## config.mk

```make
export PLATFORM = sky130hd
export DESIGN_NAME = ipid_stream_framer
export DESIGN_NICKNAME = d
export VERILOG_FILES = /design/src/rtl/ipid_pkg.sv /design/src/rtl/ipid_stream_framer.sv
export SDC_FILE = /design/constraint.sdc
export NUM_CORES = 1
export LEC_CHECK = 0
export CORE_AREA = 2 2 228 163
export DETAILED_ROUTE_END_ITERATION = 10
export DIE_AREA = 0 0 230 165
export PLACE_DENSITY_LB_ADDON = 0.1
export SYNTH_ARGS = -nofsm -noshare
export SYNTH_HDL_FRONTEND = slang
export SYNTH_SLANG_ARGS = --single-unit
```

## constraint.sdc

```tcl
create_clock -name clk -period 3.6 [get_ports clk]
set_clock_uncertainty 0.2 [all_clocks]
set_input_delay 0.36 -clock clk [delete_from_list [all_inputs] [get_ports clk]]
set_output_delay 0.36 -clock clk [all_outputs]
set_load 0.005 [all_outputs]
```

## src/rtl/ipid_pkg.sv

```systemverilog
// Shared IP-ID framing types and default markers, common to the streamer,
// the legacy fixed-width streamer and the receiver-side deframer.
package ipid_pkg;

  typedef enum logic [1:0] {
    IDLE,
    SEND,
    FINISH
  } state_t;

  localparam logic [15:0] IPID_START_WORD = 16'h7A7A;
  localparam logic [15:0] IPID_STOP_WORD  = 16'hB9B9;

endpackage

```

## src/rtl/ipid_stream_framer.sv

```systemverilog
// Captures an IP identifier and emits it as a framed chunk stream:
// start word, payload chunks, optional XOR checksum, stop word (valid/ready).
module ipid_stream_framer
  import ipid_pkg::*;
#(
  parameter int unsigned          ID_W       = 256,
  parameter int unsigned          CHUNK_W    = 16,
  parameter logic [CHUNK_W-1:0]   START_WORD = CHUNK_W'(IPID_START_WORD),
  parameter logic [CHUNK_W-1:0]   STOP_WORD  = CHUNK_W'(IPID_STOP_WORD),
  parameter bit                   CSUM_EN    = 1'b1,
  parameter bit                   MSB_FIRST  = 1'b0
) (
  input  logic               clk,
  input  logic               rst,
  input  logic               go,
  input  logic               abort,
  input  logic [ID_W-1:0]    ipid_in,
  input  logic               ready,
  output logic               valid,
  output logic [CHUNK_W-1:0] ipid_chunk,
  output logic               last,
  output logic               busy,
  output logic               done
);

  localparam int unsigned N   = ID_W / CHUNK_W;
  localparam int unsigned L   = N + 2 + (CSUM_EN ? 1 : 0);
  localparam int unsigned CNT_W = $clog2(L + 1);

  if ((ID_W % CHUNK_W) != 0 || ID_W < CHUNK_W) begin : g_bad_width
    $error("ipid_stream_framer: ID_W must be a non-zero multiple of CHUNK_W");
  end

  state_t             state;
  logic [ID_W-1:0]    shadow;
  logic [CNT_W-1:0]   cnt;
  logic [CHUNK_W-1:0] csum;

  logic [CNT_W-1:0]   cnt_nxt;
  logic [CHUNK_W-1:0] beat_nxt;
  logic [CHUNK_W-1:0] csum_nxt;
  logic [CHUNK_W-1:0] payload;
  logic               last_nxt;
  int unsigned        pidx;

  // cnt is the index of the beat currently on the bus; this mux prepares beat cnt+1.
  always_comb begin
    cnt_nxt  = cnt + 1'b1;
    payload  = '0;
    pidx     = 0;
    beat_nxt = STOP_WORD;
    csum_nxt = csum;
    last_nxt = 1'b0;
    if (cnt_nxt <= CNT_W'(N)) begin
      pidx     = MSB_FIRST ? (N - 32'(cnt_nxt)) : (32'(cnt_nxt) - 1);
      payload  = CHUNK_W'(shadow >> (pidx * CHUNK_W));
      beat_nxt = payload;
      csum_nxt = csum ^ payload;
    end else if (CSUM_EN && (cnt_nxt == CNT_W'(N + 1))) begin
      beat_nxt = csum;
    end else begin
      last_nxt = 1'b1;
    end
  end

  always_ff @(posedge clk or negedge rst) begin
    if (!rst) begin
      state      <= IDLE;
      shadow     <= '0;
      cnt        <= '0;
      csum       <= '0;
      valid      <= 1'b0;
      ipid_chunk <= '0;
      last       <= 1'b0;
      busy       <= 1'b0;
      done       <= 1'b0;
    end else begin
      done <= 1'b0;
      unique case (state)
        IDLE: begin
          if (go) begin
            shadow     <= ipid_in;
            cnt        <= '0;
            csum       <= '0;
            ipid_chunk <= START_WORD;
            valid      <= 1'b1;
            last       <= 1'b0;
            busy       <= 1'b1;
            state      <= SEND;
          end
        end
        SEND: begin
          if (abort) begin
            valid      <= 1'b0;
            ipid_chunk <= '0;
            last       <= 1'b0;
            state      <= FINISH;
          end else if (valid && ready) begin
            if (last) begin
              valid      <= 1'b0;
              ipid_chunk <= '0;
              last       <= 1'b0;
              done       <= 1'b1;
              state      <= FINISH;
            end else begin
              cnt        <= cnt_nxt;
              csum       <= csum_nxt;
              ipid_chunk <= beat_nxt;
              last       <= last_nxt;
            end
          end
        end
        FINISH: begin
          if (!go) begin
            busy  <= 1'b0;
            state <= IDLE;
          end
        end
        default: state <= IDLE;
      endcase
    end
  end

endmodule

```

==> impl_metrics.tcl, run 1 <==
set metrics [dict create \
    status "completed" \
    synth_warnings 0 \
    vias_per_cell 5.154 \
    synth_cell_types 68 \
    grtUsageTotal_pct 24.08 \
    min_period_ns 3.252 \
    wire_per_inst_um 19.49 \
    row_count 58 \
    hold_path_class "input pin to flop" \
    worst_ir_drop_vdd_mv 0.4509 \
    p_leak_nw 8.723 \
    clkTransAtPathRegs_ns 0.06 \
    die_x_um 230 \
    syn2layout_area_growth_pct 30.82 \
    postSynthAreaPerCell_sq_um 8.927 \
    grt-ovfl-total 0 \
    syn_inst 1581 \
    antenna_left 0 \
    clock_sinks 299 \
    synth-edff-count 0 \
    crit_fanout 12 \
    cts_buffers 30 \
    grt_pass1_vias 11678 \
    hpwl_mm 33.52 \
    p_per_area_nw_per_um2 879.9 \
    yosys_register_bits 299 \
    die_h_um 165 \
    clockBufferDepth 3 \
    syn-cell-area_sq_um 14110 \
    fin_tns_setup_ns 0 \
    fin_crit_sh_pct 90.33 \
    final-setup-viol-count 0 \
    core_area_sq_um 35560 \
    async_reset_ff_share_pct 100.0 \
    max-slew-margin-rel_pct 42.61 \
    gp_congestion 0.9449 \
    grt_pass1_wl_mm 69.97 \
    grt_max_degree 144 \
    ctsResizeCount 0 \
    portBuffers 280 \
    start_util_pct 39.69 \
    tightest_slew_ns 0.8551 \
    drc 0 \
    cts_tree "yes" \
    rsz0062_at_grt "no" \
    worstPathArrival_ns 3.54 \
    syn-num-nets 1844 \
    drv_slew 0 \
    drt_wl_total_mm 45.51 \
    synthFlopType "dfrtp_1" \
    postCtsSetupBuffers 0 \
    startpoint_type "flop" \
    final_cell_mix "nand2_1 (837), dfrtp_1 (297), clkdlybuf4s50_1 (279)" \
    antenna_found_initial 1 \
    final_hold_viol_count 0 \
    seq_area_frac_synth_pct 53.01 \
    max-cap-violations 0 \
    clock_latency_ns 0.58 \
    clockRootBuffer "clkbuf_16" \
    cp-end-kind "flop" \
    drtIter0Drc 1277 \
    vias 12035 \
    io_pins 281 \
    diodes 0 \
    final_util_pct 51.92 \
    nNetsFinal 2095 \
    worstSetupPathType "flop to flop" \
    final_common_cell "nand2_1" \
    drt-pass1-iter-count 5 \
    dieArea_sq_um 37950 \
    fmax_mhz 307.5 \
    htreeDepth 1 \
    drive_above_1_share_pct 7.925 \
    crit_required_ns 3.89 \
]
## cell type report
cell class                 count  area, sq um
clock inverter                11        141.4
inverter                       6        22.52
clock buffer                  44        863.3
sequential                   299         7485
fill                        3338        17100
tap                          480        600.6
timing repair buffer         317         3176
multi-input combinational   1178         6175
## worst paths after layout
kind                                         from                       to  slack (ns)  cells after the start
min reg2reg                shadow[64]$_DFFE_PN0P_   shadow[64]$_DFFE_PN0P_        0.27                      2
max                            cnt[1]$_DFFE_PN0P_      csum[1]$_DFFE_PN0P_        0.35                      9
min                                  ipid_in[110]  shadow[110]$_DFFE_PN0P_        0.11                      3
max reg2reg                    cnt[1]$_DFFE_PN0P_      csum[1]$_DFFE_PN0P_        0.35                      9
max in group asynchronous                     rst  shadow[201]$_DFFE_PN0P_        2.08                      3
min in group asynchronous                     rst   shadow[83]$_DFFE_PN0P_        0.20                      2
## worst max-delay path, stage by stage (launching register included)
cell,delay (ns)
dfrtp_1,0.53
inv_1,0.15
ha_4,0.37
inv_1,0.08
a22o_1,0.24
a221oi_2,0.32
and3_1,0.47
nor3_1,0.16
or4_1,0.49
a21oi_1,0.15
## registers in the layout, summed over array words and instances (netlist names)
register    count
last            1
busy            1
cnt             5
csum           16
done            1
ipid_chunk     16
valid           1
state           2
shadow        256
## kinds of logic after synthesis
family          count (synthesis)  synth area share (%)
simple gates                  923                 25.48
flops                         299                 53.01
fa+ha+maj                       2                0.1773
buf+inv                       104                 3.449
compound gates                176                 8.795
xor+xnor                        8                0.5497
mux                            69                 8.537
## per-stage QoR
step / hold slack, ns / power (mW) / area, sq um / cells / worst slack (ns)
6_report: 0.1092 / 16.24 / 18460 / 2335 / 0.3480
5_1_grt: 0.08646 / 17.36 / 18460 / 2335 / 0.1080
4_1_cts: 0.08605 / 16.27 / 18460 / 2335 / 0.3583
3_5_place_dp: 0.2586 / 12.99 / 17450 / 2279 / 0.3976
3_3_place_gp: 0.2528 / 12.88 / 17450 / 2279 / 0.4463
2_1_floorplan: -0.1356 / 10.33 / 14110 / 1581 / 0.3315
## repair_timing
item                                    4_1_cts  5_1_grt
hold buffers                                  1        0
endpoints found under the hold margin        93        0
endpoints found under the setup margin        0        0
## metal layers
layer / GRT usage, % / up-vias / wire length (um)
met1: 38.22 / 5873 / 22730
met5: 0 / - / 13
li1: - / 5727 / -
met3: 5.991 / 50 / 3331
met4: 3.607 / 2 / 560
met2: 33.30 / 383 / 18870
## power by group
group	switching [mW]	leakage, nW	internal [mW]	total [mW]
sequential	1.15	3.71	4.93	6.07
clock	1.35	0.499	1.87	3.22
combinational	4.08	4.51	2.87	6.95
## cells in the mapped netlist, drive strengths merged (3+ instances only)
cell type | count | area (sq um)
clkbuf | 64 | 240.2
o221ai | 9 | 78.83
a211oi | 11 | 82.58
o21a | 4 | 30.03
inv | 6 | 22.52
a31oi | 12 | 75.07
a211o | 5 | 43.79
dfrtp | 299 | 7482
nor2 | 42 | 157.7
a221oi | 10 | 106.4
nand3 | 5 | 37.54
a21oi | 17 | 85.08
a41o | 4 | 40.04
o22ai | 11 | 68.82
mux4 | 41 | 923.4
nor3 | 9 | 50.05
o21ai | 45 | 225.2
nand2 | 838 | 3148
o32ai | 4 | 35.03
a21boi | 4 | 30.03
mux2i | 27 | 270.3
buf | 34 | 224.0
nand2b | 6 | 37.54
and2 | 3 | 21.27
o211ai | 12 | 90.09
xnor2 | 6 | 52.55
o32a | 3 | 30.03
or2 | 4 | 25.03
o31ai | 8 | 60.06
nand4 | 4 | 25.02
No activity file was read; power rests on OpenSTA's default activity.
==> run 2: changes to the inputs <==
Settings changed: CORE_AREA 2 2 228 163 to 2 2 200 143, DIE_AREA 0 0 230 165 to 0 0 202 145, PLACE_DENSITY set to 0.8, PLACE_DENSITY_LB_ADDON 0.1 to not set.
==> run 2 against run 1 <==
Compared with the run above:
- clock power is 6.5% higher
- flip-flop and latch count is the same
- utilization is 15 points higher
- critical path depth unchanged
- sequential power is 0.8% lower
- register-to-register slack worse by 0.05 ns
- design area down 0.33%
- non-clock buffer count shrank 2
- wire length shrank 4.7%
- final cell count decreased by 4.7%
==> impl_metrics.tcl, run 2 (synthesis gave the netlist of run 1 again) <==
set metrics [dict create \
    diodes 0 \
    fin_crit_sh_pct 91.67 \
    syn2layout_area_growth_pct 30.39 \
    antenna_found_initial 1 \
    vias_per_cell 5.624 \
    tightest_slew_ns 0.9197 \
    max-slew-margin-rel_pct 38.28 \
    cts_buffers 30 \
    worstPathArrival_ns 3.57 \
    io_pins 281 \
    wire_per_inst_um 19.49 \
    final_cell_mix "nand2_1 (837), dfrtp_1 (297), clkdlybuf4s50_1 (279)" \
    dieArea_sq_um 29290 \
    hold_start "ipid_in[89]" \
    fillCellCount 2104 \
    worstSetupPathType "flop to flop" \
    final_common_cell "nand2_1" \
    final_util_pct 67.22 \
    die_x_um 202 \
    drt-pass1-iter-count 7 \
    fin_tns_setup_ns 0 \
    crit_fanout 17 \
    drc 0 \
    grt_max_degree 172 \
    multi_input_area_sq_um 6175 \
    cellInternalPower_mw 9.890 \
    seq_area_sq_um 7485 \
    drt_wl_total_mm 43.36 \
    cts_tree "yes" \
    worstHoldPathCells 3 \
    grt_pass1_vias 12110 \
    largest_register_ffs 256 \
    clock_power_share_pct 20.7 \
    start_util_pct 51.56 \
    clockRootBuffer "clkbuf_16" \
    post-route-cell-area_sq_um 18400 \
    grt-ovfl-total 0 \
    slowest_stage "a211o_1" \
    postCtsSetupBuffers 0 \
    antenna_left 0 \
    core_area_sq_um 27380 \
    p_sw_share_pct 40.16 \
    max-cap-violations 0 \
    startpoint "cnt[0]$_DFFE_PN0P_" \
    clock_sinks 299 \
    grt_pass1_wl_mm 67.63 \
    place_area_sq_um 17300 \
    row_count 51 \
    htreeDepth 1 \
    comb_power_share_pct 42.8 \
    power_mw 16.53 \
    startpoint_type "flop" \
    drv_slew 0 \
    vias 12514 \
    clockBufferDepth 3 \
    die_h_um 145 \
    p_seq_share_pct 36.4 \
    final_hold_viol_count 0 \
    rsz0062_at_grt "no" \
    p_per_area_nw_per_um2 898.0 \
    r2r_cells 9 \
    drtIter0Drc 1350 \
    status "completed" \
    worst_ir_drop_vdd_mv 0.5996 \
    reg.largest.list "shadow: 256 flops, csum: 16 flops, ipid_chunk: 16 flops" \
    p_switching_mw 6.636 \
    clkTransAtPathRegs_ns 0.07 \
    min_period_ns 3.300 \
    path_cells "inv_2 -> ha_4 -> inv_1 -> a22o_1 -> a211o_1 -> and3_1 -> o32a_1 -> a21bo_1 -> a21oi_1" \
    drive_above_1_share_pct 8.198 \
    gp_congestion 0.9380 \
    worstReg2RegStart "cnt[0]$_DFFE_PN0P_" \
    crit_required_ns 3.87 \
    nNetsFinal 2093 \
    cp-end-kind "flop" \
    grtUsageTotal_pct 29.51 \
    clock_latency_ns 0.57 \
    portBuffers 280 \
    hold_path_class "input pin to flop" \
    fmax_mhz 303.0 \
    final-setup-viol-count 0 \
    hpwl_mm 31.63 \
    p_leak_nw 8.746 \
    regMostFlops "shadow" \
    slowest_delay_ns 0.46 \
]
-- run 2: final cells by class --
cell class / count / share of cell area, %
inverter: 6 / 0.1224
clock buffer: 36 / 4.419
multi-input combinational: 1178 / 33.55
clock inverter: 20 / 1.537
tap: 371 / 2.522
sequential: 299 / 40.67
timing repair buffer: 315 / 17.17
-- run 2: path summary, 6_finish.rpt --
kind | to | slack (ns)
setup / recovery | csum[15]$_DFFE_PN0P_ | 0.30
hold / removal | shadow[89]$_DFFE_PN0P_ | 0.12
setup reg to reg | csum[15]$_DFFE_PN0P_ | 0.30
hold reg to reg | shadow[178]$_DFFE_PN0P_ | 0.27
max in group asynchronous | cnt[2]$_DFFE_PN0P_ | 2.01
min in group asynchronous | shadow[39]$_DFFE_PN0P_ | 0.20
-- run 2: power by group through the flow --
stage          registers, mW  clock network, mW  logic, mW
2_1_floorplan           5.55                  0       4.78
3_3_place_gp            5.94                  0       6.74
3_5_place_dp            5.98                  0       6.94
4_1_cts                 5.95               3.45       6.99
5_1_grt                 6.14               3.61       7.73
6_report                6.02               3.43       7.08
-- run 2: layer usage --
layer  global-route usage, %  up-vias  part of all wire (%)
li1                        -     5721                     -
met1                   45.00     6084                    45
met2                   42.06      629                    42
met3                   8.064       78                    11
met4                   6.507        2                   2.3
met5                       0        -                 0.030
-- run 2: metrics by stage --
stage | cells | hold slack [ns] | worst slack (ns)
after floorplan | 1581 | -0.1356 | 0.3315
after global placement | 2168 | 0.2022 | 0.4142
after detailed placement | 2168 | 0.2151 | 0.3750
after CTS | 2225 | 0.1032 | 0.3564
after global routing | 2225 | 0.1153 | 0.1375
final | 2225 | 0.1186 | 0.2999
-- run 2: what timing repair did --
item | in CTS | in global routing
hold buffers | 1 | 0
endpoints found under the hold margin | 85 | 0
gates resized for setup | 0 | 0
-- run 2: worst max-delay path: cells and delay by family (launching register included) --
family | cells | cell delay (ns)
fa+ha+maj | 1 | 0.43
buf+inv | 2 | 0.26
simple gates | 1 | 0.37
flops | 1 | 0.39
compound gates | 5 | 1.56
==> run 3: changes to the inputs <==
Settings changed: PLACE_DENSITY 0.8 to 0.77.
==> run 3 against run 2 <==
Compared with the run above:
- utilization decreased by 0.23 points
- clock power decreased by 6.1%
- first-iteration DRC count shrank 10%
- critical path depth is the same
- wire length grew 1.2%
- non-clock buffer count grew 1
- sequential share of layout area up 0.14 points
- setup slack gained 0.11 ns
==> impl_metrics.tcl, run 3 (synthesis gave the netlist of run 1 again) <==
set metrics [dict create \
    drtIter0Drc 1210 \
    antenna_found_initial 0 \
    slowest_stage "or4_1" \
    power_mw 16.38 \
    clkTransAtPathRegs_ns 0.07 \
    drv_slew 0 \
    clockRootBuffer "clkbuf_16" \
    die_x_um 202 \
    vias 12350 \
    htreeDepth 1 \
    die_h_um 145 \
    hpwl_mm 31.92 \
    crit_buf_inv 2 \
    hold_path_class "input pin to flop" \
    cts_tree "yes" \
    max-slew-margin-rel_pct 50.37 \
    antenna_left 0 \
    min_period_ns 3.194 \
    fmax_mhz 313.1 \
    clock_sinks 299 \
    io_pins 281 \
    drt_wl_total_mm 43.87 \
    ctsResizeCount 0 \
    largest_register_ffs 256 \
    drc 0 \
    final_common_cell "nand2_1" \
    start_util_pct 51.56 \
    p_leak_nw 8.725 \
    worst_ir_drop_vdd_mv 0.5015 \
    reg.largest.list "shadow: 256 flops, csum: 16 flops, ipid_chunk: 16 flops" \
    status "completed" \
    cts_buffers 29 \
    portBuffers 280 \
    drive_above_1_share_pct 7.933 \
    postCtsSetupBuffers 0 \
    startpoint_type "flop" \
    crit_required_ns 3.87 \
    post-route-cell-area_sq_um 18340 \
    slowest_delay_ns 0.50 \
    clock_latency_ns 0.56 \
    place_area_sq_um 17320 \
    final_hold_viol_count 0 \
    syn2layout_area_growth_pct 29.94 \
    grt-ovfl-total 0 \
    grt_pass1_vias 12304 \
    fin_cells 2225 \
    gp_congestion 0.9393 \
    final_util_pct 66.99 \
    worstSetupPathType "flop to flop" \
    worstPathArrival_ns 3.47 \
    p_per_area_nw_per_um2 893.3 \
    dpl.cell_count 2169 \
    regMostFlops "shadow" \
    cp-end-kind "flop" \
    rsz0062_at_grt "no" \
    path_cells "inv_2 -> ha_4 -> buf_12 -> o21ai_0 -> a221oi_2 -> and3_1 -> nor3_1 -> or4_1 -> a21oi_1" \
    fillCellCount 2125 \
    nNetsFinal 2093 \
    row_count 51 \
    tightest_slew_ns 0.7422 \
    max-cap-violations 0 \
    grt_max_degree 137 \
    grt_pass1_wl_mm 69.06 \
    final_cell_mix "nand2_1 (837), dfrtp_1 (297), clkdlybuf4s50_1 (279)" \
    wire_per_inst_um 19.72 \
    vias_per_cell 5.551 \
    final-setup-viol-count 0 \
    clockBufferDepth 3 \
    fin_tns_setup_ns 0 \
    grtUsageTotal_pct 30.13 \
    drt-pass1-iter-count 6 \
    cp_top_family "simple AND/OR/NAND/NOR gates" \
    core_area_sq_um 27380 \
    crit_fanout 42 \
    fin_crit_sh_pct 88.73 \
    dieArea_sq_um 29290 \
]
-- run 3: changes by cell type in the layout (fill, tap and decap cells not counted), sizes merged --
cell      before  now
buf           35   36
bufinv         6    3
clkbuf        36   45
clkinv         9    5
clkinvlp       4    0
diode          0    1
-- run 3: path summary, 6_finish.rpt --
| path | from | end | slack, ns | cells past startpoint |
|---|---|---|---|---|
| setup / recovery | cnt[0]$_DFFE_PN0P_ | csum[1]$_DFFE_PN0P_ | 0.41 | 9 |
| hold / removal | ipid_in[97] | shadow[97]$_DFFE_PN0P_ | 0.13 | 3 |
| setup reg to reg | cnt[0]$_DFFE_PN0P_ | csum[1]$_DFFE_PN0P_ | 0.41 | 9 |
| hold reg to reg | shadow[20]$_DFFE_PN0P_ | shadow[20]$_DFFE_PN0P_ | 0.27 | 2 |
| max in group asynchronous | rst | shadow[104]$_DFFE_PN0P_ | 2.06 | 3 |
| min in group asynchronous | rst | shadow[39]$_DFFE_PN0P_ | 0.23 | 2 |
-- run 3: power breakdown --
part / total (mW) / internal (mW) / switching, mW
Clock: 3.22 / 1.90 / 1.32
Sequential: 6.05 / 4.93 / 1.12
Combinational: 7.12 / 2.90 / 4.22
-- run 3: per-stage QoR --
stage	setup slack (ns)	hold WS [ns]
CTS	0.4349	0.1171
detailed placement	0.4400	0.2351
global route	0.2593	0.1315
global placement	0.5190	0.2264
finish	0.4059	0.1307
floorplan	0.3315	-0.1356
-- run 3: layout make-up --
cell class | count | area, sq um | area share [%]
inverters | 6 | 22.52 | 0.1228
well taps | 371 | 464.2 | 2.531
diodes | 1 | 2.502 | 0.01365
clock buffers | 45 | 885.9 | 4.830
clock inverters | 9 | 123.9 | 0.6754
multi-input cells | 1178 | 6175 | 33.67
repair buffers | 316 | 3181 | 17.34
flip-flops and latches | 299 | 7485 | 40.81
-- run 3: tightest hold or removal path: stages --
cell and delay, ns:
clkdlybuf4s50_1 0.40, nand2_1 0.06, nand2_1 0.04
-- run 3: routing by layer --
layer / global-route usage [%] / vias up / share of wire, %
met4: 5.404 / 0 / 1.6
li1: - / 5709 / -
met3: 8.401 / 56 / 11
met5: 0 / - / 0
met1: 46.14 / 6020 / 45
met2: 43.25 / 565 / 43
-- run 3: timing repair --
action,CTS,global route
hold buffers,1,0
setup endpoints to repair,0,0
hold endpoints to repair,88,0
